### src/rtl/cpu_pkg.sv
// Shared CPU definitions: PC width default, sequencer states, NOP encoding
// and the opcode constants that control decode keys on.
package cpu_pkg;

   localparam int PC_WIDTH_DEF = 32;

   typedef enum logic [1:0] {
      IDLE = 2'd0,
      RUN  = 2'd1,
      HALT = 2'd2
   } pc_state_e;

   localparam logic [31:0] INST_NOP = 32'h0000_0000;

   localparam logic [5:0] OP_J   = 6'b000010;
   localparam logic [5:0] OP_BEQ = 6'b000100;

endpackage

### src/rtl/pc_next_sel.sv
// Next-PC selection for the PC stage: jump > branch > increment, plus a
// flag telling the sequencer that the chosen PC falls outside instruction memory.
import cpu_pkg::*;

module pc_next_sel #(
   parameter int PC_WIDTH   = PC_WIDTH_DEF,
   parameter int IMEM_DEPTH = 16
) (
   input  logic [PC_WIDTH-1:0] pc,
   input  logic                jump,
   input  logic [25:0]         jump_target,
   input  logic                branch_taken,
   input  logic [15:0]         branch_offset,
   output logic [PC_WIDTH-1:0] next_pc,
   output logic                out_of_range
);

   localparam logic [PC_WIDTH-1:0] DEPTH_W = PC_WIDTH'(IMEM_DEPTH);

   // Priority mux; branch offset is signed and relative to PC+1, wrapping mod 2^PC_WIDTH.
   always_comb begin
      next_pc = pc + PC_WIDTH'(1);
      if (jump) begin
         next_pc = PC_WIDTH'(jump_target);
      end else if (branch_taken) begin
         next_pc = pc + PC_WIDTH'(1) + PC_WIDTH'($signed(branch_offset));
      end
   end

   assign out_of_range = (next_pc >= DEPTH_W);

endmodule

### src/rtl/pc_sequencer.sv
// Program-counter stage feeding instruction memory. IDLE/RUN/HALT sequencer,
// NOP-run halt, out-of-range fault and retired-instruction counter.
// Build option: define PC_RETIRE_CNT_EN to implement retired_count; otherwise
// it is tied to zero and no counter register exists.
//
// Handshake: there is no valid/ready pair on this stage. stall is a plain hold
// request sampled each rising edge; while stall is high in RUN nothing retires
// and PC, counters and state are all held. Every other cycle in RUN retires the
// instruction at current_addr_pc.
import cpu_pkg::*;

module pc_sequencer #(
   parameter int PC_WIDTH       = PC_WIDTH_DEF,
   parameter int RESET_PC       = 0,
   parameter int IMEM_DEPTH     = 16,
   parameter int NOP_HALT_COUNT = 3
) (
   input  logic                clk,
   input  logic                rst,
   input  logic [31:0]         inst,
   input  logic                stall,
   input  logic                jump,
   input  logic [25:0]         jump_target,
   input  logic                branch_taken,
   input  logic [15:0]         branch_offset,
   output logic [PC_WIDTH-1:0] current_addr_pc,
   output logic                running,
   output logic                halted,
   output logic                fault,
   output logic [31:0]         retired_count
);

   localparam int NW = (NOP_HALT_COUNT < 1) ? 1 : $clog2(NOP_HALT_COUNT + 1);
   localparam logic [NW-1:0] NOP_LIMIT = NW'(NOP_HALT_COUNT);

   pc_state_e         state_q, state_d;
   logic [PC_WIDTH-1:0] pc_q, pc_d;
   logic [NW-1:0]     nop_q, nop_d, nop_inc;
   logic              fault_q, fault_d;
   logic [PC_WIDTH-1:0] next_pc;
   logic              out_of_range;
   logic              is_nop;

   pc_next_sel #(
      .PC_WIDTH   (PC_WIDTH),
      .IMEM_DEPTH (IMEM_DEPTH)
   ) u_next_sel (
      .pc            (pc_q),
      .jump          (jump),
      .jump_target   (jump_target),
      .branch_taken  (branch_taken),
      .branch_offset (branch_offset),
      .next_pc       (next_pc),
      .out_of_range  (out_of_range)
   );

   assign is_nop  = (inst == INST_NOP);
   assign nop_inc = nop_q + NW'(1);

   // State, PC, NOP run length and sticky fault.
   always_ff @(posedge clk) begin
      if (rst) begin
         state_q <= IDLE;
         pc_q    <= PC_WIDTH'(RESET_PC);
         nop_q   <= '0;
         fault_q <= 1'b0;
      end else begin
         state_q <= state_d;
         pc_q    <= pc_d;
         nop_q   <= nop_d;
         fault_q <= fault_d;
      end
   end

   // Sequencer: the NOP-run halt wins over the range fault in the same cycle,
   // and a halting instruction leaves the PC on its own address.
   always_comb begin
      state_d = state_q;
      pc_d    = pc_q;
      nop_d   = nop_q;
      fault_d = fault_q;
      unique case (state_q)
         IDLE: state_d = RUN;
         RUN: begin
            if (!stall) begin
               nop_d = is_nop ? nop_inc : '0;
               if (is_nop && (nop_inc == NOP_LIMIT)) begin
                  state_d = HALT;
               end else if (out_of_range) begin
                  state_d = HALT;
                  fault_d = 1'b1;
               end else begin
                  pc_d = next_pc;
               end
            end
         end
         HALT: state_d = HALT;
         default: state_d = IDLE;
      endcase
   end

`ifdef PC_RETIRE_CNT_EN
   logic [31:0] retired_q;

   // One count per non-stalled RUN cycle, including the instruction that halts.
   always_ff @(posedge clk) begin
      if (rst) begin
         retired_q <= 32'd0;
      end else if ((state_q == RUN) && !stall) begin
         retired_q <= retired_q + 32'd1;
      end
   end

   assign retired_count = retired_q;
`else
   assign retired_count = 32'd0;
`endif

   assign current_addr_pc = pc_q;
   assign running         = (state_q == RUN);
   assign halted          = (state_q == HALT);
   assign fault           = fault_q;

endmodule

### config.mk
export PLATFORM = sky130hd
export DESIGN_NAME = pc_sequencer
export DESIGN_NICKNAME = d
export VERILOG_FILES = /design/src/rtl/cpu_pkg.sv /design/src/rtl/pc_next_sel.sv /design/src/rtl/pc_sequencer.sv
export SDC_FILE = /design/constraint.sdc
export NUM_CORES = 1
export LEC_CHECK = 0
export CORE_ASPECT_RATIO = 1.4
export CORE_MARGIN = 10
export CORE_UTILIZATION = 45
export CTS_BUF_LIST = sky130_fd_sc_hd__clkbuf_4
export DETAILED_ROUTE_END_ITERATION = 16
export PLACE_DENSITY = 0.8
export SYNTH_ARGS = -nofsm -noshare
export SYNTH_HDL_FRONTEND = slang
export SYNTH_HIERARCHICAL = 1
export SYNTH_SLANG_ARGS = --single-unit
export TNS_END_PERCENT = 20
### constraint.sdc
create_clock -name clk -period 6.2 [get_ports clk]
set_input_delay 1.24 -clock clk [delete_from_list [all_inputs] [get_ports clk]]
set_output_delay 1.24 -clock clk [all_outputs]
set_load 0.005 [all_outputs]
; Word-level counts from Yosys, hierarchy flattened
; Index checks and enable logic that the tools add are counted.
[totals]
output_inout_bits = 67
regBits = 37
[classes]
addsub = 3
eq_ne = 5
n_reduce_logical = 7
order_cmp = 1
n_mux = 7
n_bitwise = 3
[ops]
columns = op, n
row1 = 32-bit two-way mux, 2
row2 = 32-bit by 1-bit adder with 32-bit output (second input constant), 1
row3 = 32-bit adder, 1
row4 = 32-bit by 5-bit >= comparator with 1-bit output (second input constant), 1
row5 = 32-bit zero test, 1
row6 = 2-bit two-way mux, 4
row7 = 4-bit AND reduction, 2
row8 = 2-bit one-hot mux with 3 select lines, 1
row9 = 2-bit == test (second input constant), 2
row10 = 2-bit AND reduction, 2
row11 = 3-bit by 1-bit inequality test with 1-bit output (second input constant), 1
row12 = 1-bit inverter, 3
row13 = 2-bit by 1-bit adder with 2-bit output (second input constant), 1
row14 = 2-bit by 1-bit == test with 1-bit output (second input constant), 1
row15 = 2-bit zero test, 1
row16 = 2-bit inequality test (second input constant), 1
row17 = 1-bit logical AND, 1

; Longest topological paths before layout
; Gate-level depths: netlist of run 1.
[depth]
depth_word = 9
mapped_depth = 23
mapped_depth_nobuf = 20

; By module
; Netlist of run 1, hierarchy kept.
[by_module_without_submodules]
columns = module, area_each_um2, seq_area_each_um2, cells_per_inst, n_inst
row1 = pc_next_sel, 3124.2, 0.0, 474, 1
row2 = pc_sequencer, 2097.0, 740.7, 217, 1

; Worst setup path before layout of run 1
; No wires, ideal clock.
[synth_path]
path_type = in2reg
start = input branch_offset[0]
end = register pc_q[14], in the netlist current_addr_pc[14]
n_path_buf = 2
path_slack_ns = 1.546
cell_stages = 17
t_required_ns = 6.128
arrival_ns = 4.582
setup_time_ns = 0.072
path_cell_list = ha_1 fa_1 a211oi_1 o21ai_1 xnor2_1 mux2i_1 mux2_2 or4b_1 nor4_1 nand4b_1 a2111oi_2 nand2_1 nor2_1 o31a_1 buf_6 buf_12 mux2i_1
[synth_between]
elab_chain_len = 6
[synth_rtl]
columns = item, line_no
row1 = from (decl), pc_sequencer.sv:25  ; input logic [15:0] branch_offset,
row2 = 32-bit adder, pc_next_sel.sv:26  ; next_pc = pc + PC_WIDTH'(1) + PC_WIDTH'($signed(branch_offset));
row3 = 32-bit two-way mux, pc_next_sel.sv:25  ; end else if (branch_taken) begin
row4 = 32-bit two-way mux, pc_next_sel.sv:23  ; if (jump) begin
row5 = named net next_pc[6], pc_sequencer.sv:40  ; logic [PC_WIDTH-1:0] next_pc;
row6 = 32-bit by 5-bit >= comparator with 1-bit output, pc_next_sel.sv:30  ; assign out_of_range = (next_pc >= DEPTH_W);
row7 = named net out_of_range, pc_sequencer.sv:41  ; logic out_of_range;
row8 = 1-bit inverter (no source line), n/a
row9 = 4-bit AND reduction (no source line), n/a
row10 = to (signal assigned), pc_sequencer.sv:64  ; pc_q <= PC_WIDTH'(RESET_PC);
row11 = to (signal assigned), pc_sequencer.sv:69  ; pc_q <= pc_d;
row12 = to (decl), pc_sequencer.sv:37  ; logic [PC_WIDTH-1:0] pc_q, pc_d;
; The timed path passes the listed nets, and every way through them passes these cells.
; A chain may end at the register's enable or synchronous reset.

; Worst setup path in the final report of run 1
[layout_path]
start = register pc_q[3], in the netlist current_addr_pc[3]
end = register pc_q[29], in the netlist current_addr_pc[29]
[layout_between]
elab_chain_len = 7
[layout_rtl]
columns = item, line_no
row1 = 32-bit by 1-bit adder with 32-bit output (*), "pc_next_sel.sv:22, pc_next_sel.sv:26"
row2 = 32-bit adder, pc_next_sel.sv:26
row3 = 32-bit two-way mux (*), pc_next_sel.sv:25
row4 = 32-bit two-way mux (*), pc_next_sel.sv:23
row5 = named net next_pc[28], pc_sequencer.sv:40
row6 = 32-bit by 5-bit >= comparator with 1-bit output (*), pc_next_sel.sv:30
row7 = named net out_of_range, pc_sequencer.sv:41
row8 = 1-bit inverter (no source line) (*), n/a
row9 = 4-bit AND reduction (no source line) (*), n/a
; Mark *: on every way through the listed nets, which the timed path passes. The rest lies on a longest branch.

==> out/qor.yml, run 1 <==
status:
  status: "completed"
worst_setup_path:
  crit_arrival_ns: 5.94
  crit_type: "reg -> reg"
  critical-path-max-stage-delay_ns: 0.73
  r2r_slack_ns: 0.54
  critPathBufInv: 1
  path_delay_family: "simple AND/OR/NAND/NOR gates"
  cp_cell_sequence: "nand4_2, nor4_2, nand3_1, xnor2_1, ha_1, a21oi_1, o21ai_0, a211oi_1, o2111ai_1, and2_1, nand4b_1, o311ai_0, or4_1, a2111oi_2, nand2_1, nor2_1, o31a_2, buf_12, mux2i_1"
  cp-start-kind: "flop"
  r2r_start: "current_addr_pc[3]"
  cp-startpoint: "current_addr_pc[3]"
  crit_required_ns: 6.49
  critPathMaxFanout: 32
  worst_setup_path_end_kind: "flop"
  crit_slowest_cell: "nor4_2"
floorplanning:
  rows: 46
  die_y_um: 147
  core_sq_mm: 0.0113
  die_area_sq_mm: 0.0164
  initial_core_util: 0.460
  die-width_um: 111
  io_pins: 146
drt:
  viasPerCell: 5.80
  wl_met1_mm: 6.62
  firstDrtPassIters: 5
  drc: 0
  top_layer_used: "met4"
  vias: 5407
  wire_per_inst_um: 17.6
  drt-total-wl_mm: 16.4
  met3_wirelength_mm: 1.38
  met2_length_mm: 7.67
  drtIter0Drc: 342
  postRouteAntennaNets: 0
sta:
  finalHoldViolCount: 0
  finalCritPeriodShare: 0.912
  fin_crit_ns: 5.66
  maxSlewViolCount: 0
  slew_headroom: 0.364
  tns_ns: 0
  rsz0062_at_grt: "no"
  fmax_ghz: 0.177
  worst_pin_slew_ns: 0.951
  finalSetupViolations: 0
  skew_ns: 0.0167
synth:
  synthesis.area_sq_mm: 0.00522
  yosys-top-cells-area: "dfxtp_1 14%, ha_1 9.6%, nand2b_1 9.1%, mux2i_1 7.5%, xnor2_1 5.4%"
  synthFlopType: "dfxtp_1"
  ys_warn_count: 6
  synth_cell_types: 78
  syn_inst: 691
  syn_avg_cell_area_sq_um: 7.56
  yosysTopAreaCellShare: 0.142
  yosysSeqAreaShare: 0.142
  synth_seq_cells: 37
  yosysTopAreaCell: "dfxtp_1"
  async_reset_ff_frac: 0
  synth_edf_count: 0
clocking:
  insertion_delay_ns: 0.36
  ctsHoldBuffers: 0
  clkSlewWorstSetupHoldPaths_ns: 0.11
  numCtsBuffers: 5
  cts.sinks: 37
  cts_tree: "built"
  cts_setup_buffers: 0
  h-tree-depth: 2
  cts_resized: 0
  ctsLongestPathBuffers: 2
  cts_root_buf: "clkbuf_4"
grt:
  grt_pass1_vias: 5193
  antenna_found_initial: 1
  grt_overflow: 0
  grt_pass1_wl_mm: 25.9
  grt_start_max_net_pins: 72
  grt_usage: 0.186
flow_run:
  cap_violations: 0
power:
  p_leak_nw: 2.50
  peakVddDrop_mv: 0.167
  power.total_mw: 0.621
  powerDensity_mw_per_mm2: 97.8
placed_design:
  place.gp.congestion: 0.956
  hpwl_mm: 13.4
  portBuffers: 113
hold_path:
  min_from: "fault"
  holdCritPathClass: "reg -> reg"
final_layout:
  final_nets: 907
  area_growth_pct: 21.5
  layout-drive-gt1-share: 0.0394
[metal layers]
metal | track usage | vias up
met5 | 0 | -
met4 | 0.0844 | 0
met3 | 0.0498 | 50
met2 | 0.313 | 264
met1 | 0.217 | 2464
li1 | - | 2629
[report_power, final]
part	total [mW]	switching [mW]	leakage [nW]	internal (mW)
Sequential	0.252	0.00649	0.298	0.246
Clock	0.127	0.0812	0.0292	0.0456
Combinational	0.242	0.120	2.18	0.122
Total	0.621	0.208	2.50	0.413
[layout by cell type (no fill, tap or decap), types with 10 or more instances in the layout]
cell type        Yosys  layout
inv_1               29      29
ha_1                40      40
o21ai_0             23      23
nor2_1              46      46
a21oi_1             41      41
nand3_1             21      21
nand2b_1            76      76
mux2i_1             39      39
nor3_1              12      12
xnor2_1             32      32
a21o_1              13      13
nand4_1             16      16
conb_1               1      32
and3_1              10      10
dfxtp_1             37      37
nand2_1             52      52
clkdlybuf4s50_1      0     113
xor2_1              15      15
[per-stage QoR]
stage	util	hold WS (ns)	cells	instance area [sq um]	setup WS, ns
after global routing	0.560	0.479	932	6340	0.201
final	0.560	0.454	932	6340	0.545
after floorplan	-	0.436	722	5340	1.55
after detailed placement	0.555	0.442	924	6290	0.525
after global placement	0.555	0.434	924	6290	0.606
after CTS	0.559	0.460	931	6340	0.677
[cell type report]
type	instances	area [sq um]
sequential	37	741
inverter	30	113
tap	144	180
multi-input combinational	595	4080
clock buffer	6	45.0
antenna	1	2.50
clock inverter	1	3.75
fill	1067	4990
timing repair buffer	118	1180
[worst register-to-register path, stage by stage, from the launching register on]
cell,delay [ns]
dfxtp_1,0.51
nand4_2,0.25
nor4_2,0.73
nand3_1,0.18
xnor2_1,0.33
ha_1,0.38
a21oi_1,0.22
o21ai_0,0.12
a211oi_1,0.34
o2111ai_1,0.22
and2_1,0.20
nand4b_1,0.09
o311ai_0,0.19
or4_1,0.64
a2111oi_2,0.27
nand2_1,0.15
nor2_1,0.13
o31a_2,0.17
buf_12,0.24
mux2i_1,0.23
[Yosys cell counts, types with 10 or more instances]
cell,count
nand2b_1,76
nand2_1,52
nor2_1,46
a21oi_1,41
ha_1,40
mux2i_1,39
dfxtp_1,37
buf_4,32
xnor2_1,32
inv_1,29
o21ai_0,23
nand3_1,21
clkbuf_1,19
nand4_1,16
xor2_1,15
a21o_1,13
nor3_1,12
and3_1,10
[flip-flops by register name (all words and copies together), names as in the netlist]
name	flops
state_q	2
nop_q	2
current_addr_pc	32
fault	1
[cells by family (layout without fill, tap and decap cells)]
kind of cell	count (synthesis)	after routing	share of synthesized area
XOR/XNOR	47	47	0.0788
AO/OA/AOI/OAI	158	158	0.210
other	1	33	0.000718
multiplexers	41	41	0.0791
flip-flops	37	37	0.142
buffers and inverters	90	155	0.0994
adder cells (fa/ha/maj)	41	41	0.0997
AND/OR/NAND/NOR	276	276	0.290
[worst paths after layout]
kind                    endpoint  cells past startpoint
max reg2reg  current_addr_pc[29]                     19
min                        fault                      2
min reg2reg                fault                      2
max          current_addr_pc[29]                     19
(Power assumes the default switching activity.)
==> run 2: changes to the inputs <==
Settings changed: CORE_ASPECT_RATIO 1.4 to default.
==> out/qor.yml, run 2 (synthesized netlist as in run 1, its figures left out) <==
sta:
  finalCritPeriodShare: 0.914  # was 0.912
  finalSetupViolations: 0  # unchanged
  tns_ns: 0  # unchanged
  worst_pin_slew_ns: 0.894  # was 0.951 ns
  hold_ws_ns: 0.458  # was 0.454 ns
  rsz0062_at_grt: "no"  # unchanged
  fin_ws_ns: 0.533  # was 0.545 ns
  fmax_ghz: 0.176  # was 0.177 GHz
  slew_headroom: 0.402  # was 0.364
  skew_ns: 0.0123  # was 0.0167 ns
  finalHoldViolCount: 0  # unchanged
  maxSlewViolCount: 0  # unchanged
  fin_crit_ns: 5.67  # was 5.66 ns
final_layout:
  area_growth_pct: 21.4  # was 21.5%
  final_cells: 930  # was 932
  final_nets: 907  # unchanged
  mostFrequentLayoutCells: "113 x clkdlybuf4s50_1, 76 x nand2b_1, 52 x nand2_1"  # unchanged
  layout-drive-gt1-share: 0.0394  # unchanged
  num_antenna_cells: 0  # was 1
  layout_commonest_cell: "clkdlybuf4s50_1"  # unchanged
  largest_reg_flops: 32  # unchanged
  design_area_sq_mm: 0.00634  # about the same
clocking:
  cts_root_buf: "clkbuf_4"  # unchanged
  cts_setup_buffers: 0  # unchanged
  ctsLongestPathBuffers: 2  # unchanged
  numCtsBuffers: 5  # unchanged
  insertion_delay_ns: 0.33  # was 0.36 ns
  cts.sinks: 37  # unchanged
  clkSlewWorstSetupHoldPaths_ns: 0.11  # about the same
  cts_tree: "built"  # unchanged
  h-tree-depth: 2  # unchanged
  ctsHoldBuffers: 0  # unchanged
  cts_resized: 0  # unchanged
floorplanning:
  die-width_um: 128  # was 111 um
  die_y_um: 128  # was 147 um
  core_sq_mm: 0.0114  # was 0.0113 sq mm
  io_pins: 146  # unchanged
  initial_core_util: 0.459  # was 0.460
  die_area_sq_mm: 0.0163  # was 0.0164 sq mm
  rows: 39  # was 46
placed_design:
  dp_worst_setup_slack_ns: 0.489  # was 0.525 ns
  dpl-instance-area_sq_mm: 0.00629  # about the same
  dp.cells: 923  # was 924
  hpwl_mm: 13.7  # was 13.4 mm
  place.gp.congestion: 0.965  # was 0.956
  portBuffers: 113  # unchanged
drt:
  met2_length_mm: 7.69  # was 7.67 mm
  firstDrtPassIters: 6  # was 5
  top_layer_used: "met4"  # unchanged
  met3_wirelength_mm: 1.57  # was 1.38 mm
  wire_per_inst_um: 17.9  # was 17.6 um
  drt-total-wl_mm: 16.7  # was 16.4 mm
  drc: 0  # unchanged
  viasPerCell: 5.75  # was 5.80
  drtIter0Drc: 474  # was 342
  wl_met1_mm: 7.12  # was 6.62 mm
  postRouteAntennaNets: 0  # unchanged
  vias: 5343  # was 5,407
hold_path:
  min_from: "fault"  # unchanged
  holdCritPathClass: "reg -> reg"  # unchanged
power:
  p_leak_nw: 2.50  # about the same
  powerDensity_mw_per_mm2: 95.9  # was 97.8 mW/mm^2
  peakVddDrop_mv: 0.0946  # was 0.167 mV
grt:
  grt_pass1_vias: 5169  # was 5,193
  antenna_found_initial: 0  # was 1
  grt_overflow: 0  # unchanged
  grt_usage: 0.194  # was 0.186
  grt_pass1_wl_mm: 26.5  # was 25.9 mm
  grt_start_max_net_pins: 72  # unchanged
worst_setup_path:
  r2r_start: "current_addr_pc[4]"  # was current_addr_pc[3]
  cp-start-kind: "flop"  # unchanged
  worst_setup_path_end_kind: "flop"  # unchanged
  crit_type: "reg -> reg"  # unchanged
  crit_arrival_ns: 5.92  # was 5.94 ns
  critPathMaxFanout: 32  # unchanged
  crit_required_ns: 6.45  # was 6.49 ns
  cp-startpoint: "current_addr_pc[4]"  # was current_addr_pc[3]
flow_run:
  cap_violations: 0  # unchanged
status:
  status: "completed"  # unchanged
[run 2: area by class of cell]
class / count / area (sq um)
repair buffers: 118 / 1180
well taps: 143 / 179
clock buffers: 6 / 45.0
fillers: 1091 / 5030
clock inverters: 1 / 3.75
flip-flops and latches: 37 / 741
multi-input cells: 595 / 4080
inverters: 30 / 113
[run 2: layer usage]
layer,track usage,up-vias
met5,0,-
met4,0.0497,0
met3,0.0409,23
met2,0.318,255
met1,0.252,2436
li1,-,2629
[run 2: per-stage QoR]
| step | util | power, mW |
|---|---|---|
| after floorplan | - | 0.402 |
| after global placement | 0.553 | 0.492 |
| after detailed placement | 0.553 | 0.493 |
| after CTS | 0.558 | 0.611 |
| after global routing | 0.558 | 0.653 |
| final | 0.558 | 0.608 |
[run 2: critical path: stages (launching register included)]
cell	delay [ns]
dfxtp_1	0.49
nand4_2	0.25
nor4_2	0.67
nand3_1	0.18
xnor2_1	0.30
ha_1	0.38
a21oi_1	0.26
o21ai_0	0.13
a211oi_1	0.43
o221ai_1	0.23
xnor2_1	0.17
a221o_1	0.33
nor4_1	0.29
nand4b_1	0.18
a2111oi_2	0.38
nand2_1	0.15
nor2_1	0.12
o31a_2	0.17
buf_12	0.24
mux2i_1	0.23
[run 2: where the power goes]
group	switching, mW	internal, mW
Clock	0.0712	0.0456
Combinational	0.119	0.121
Sequential	0.00576	0.246
Total	0.196	0.412
[run 2: path summary, 6_finish.rpt]
check             slack [ns]             endpoint  cells after the start
hold / removal          0.46                fault                      2
setup reg to reg        0.53  current_addr_pc[26]                     19
hold reg to reg         0.46                fault                      2
setup / recovery        0.53  current_addr_pc[26]                     19
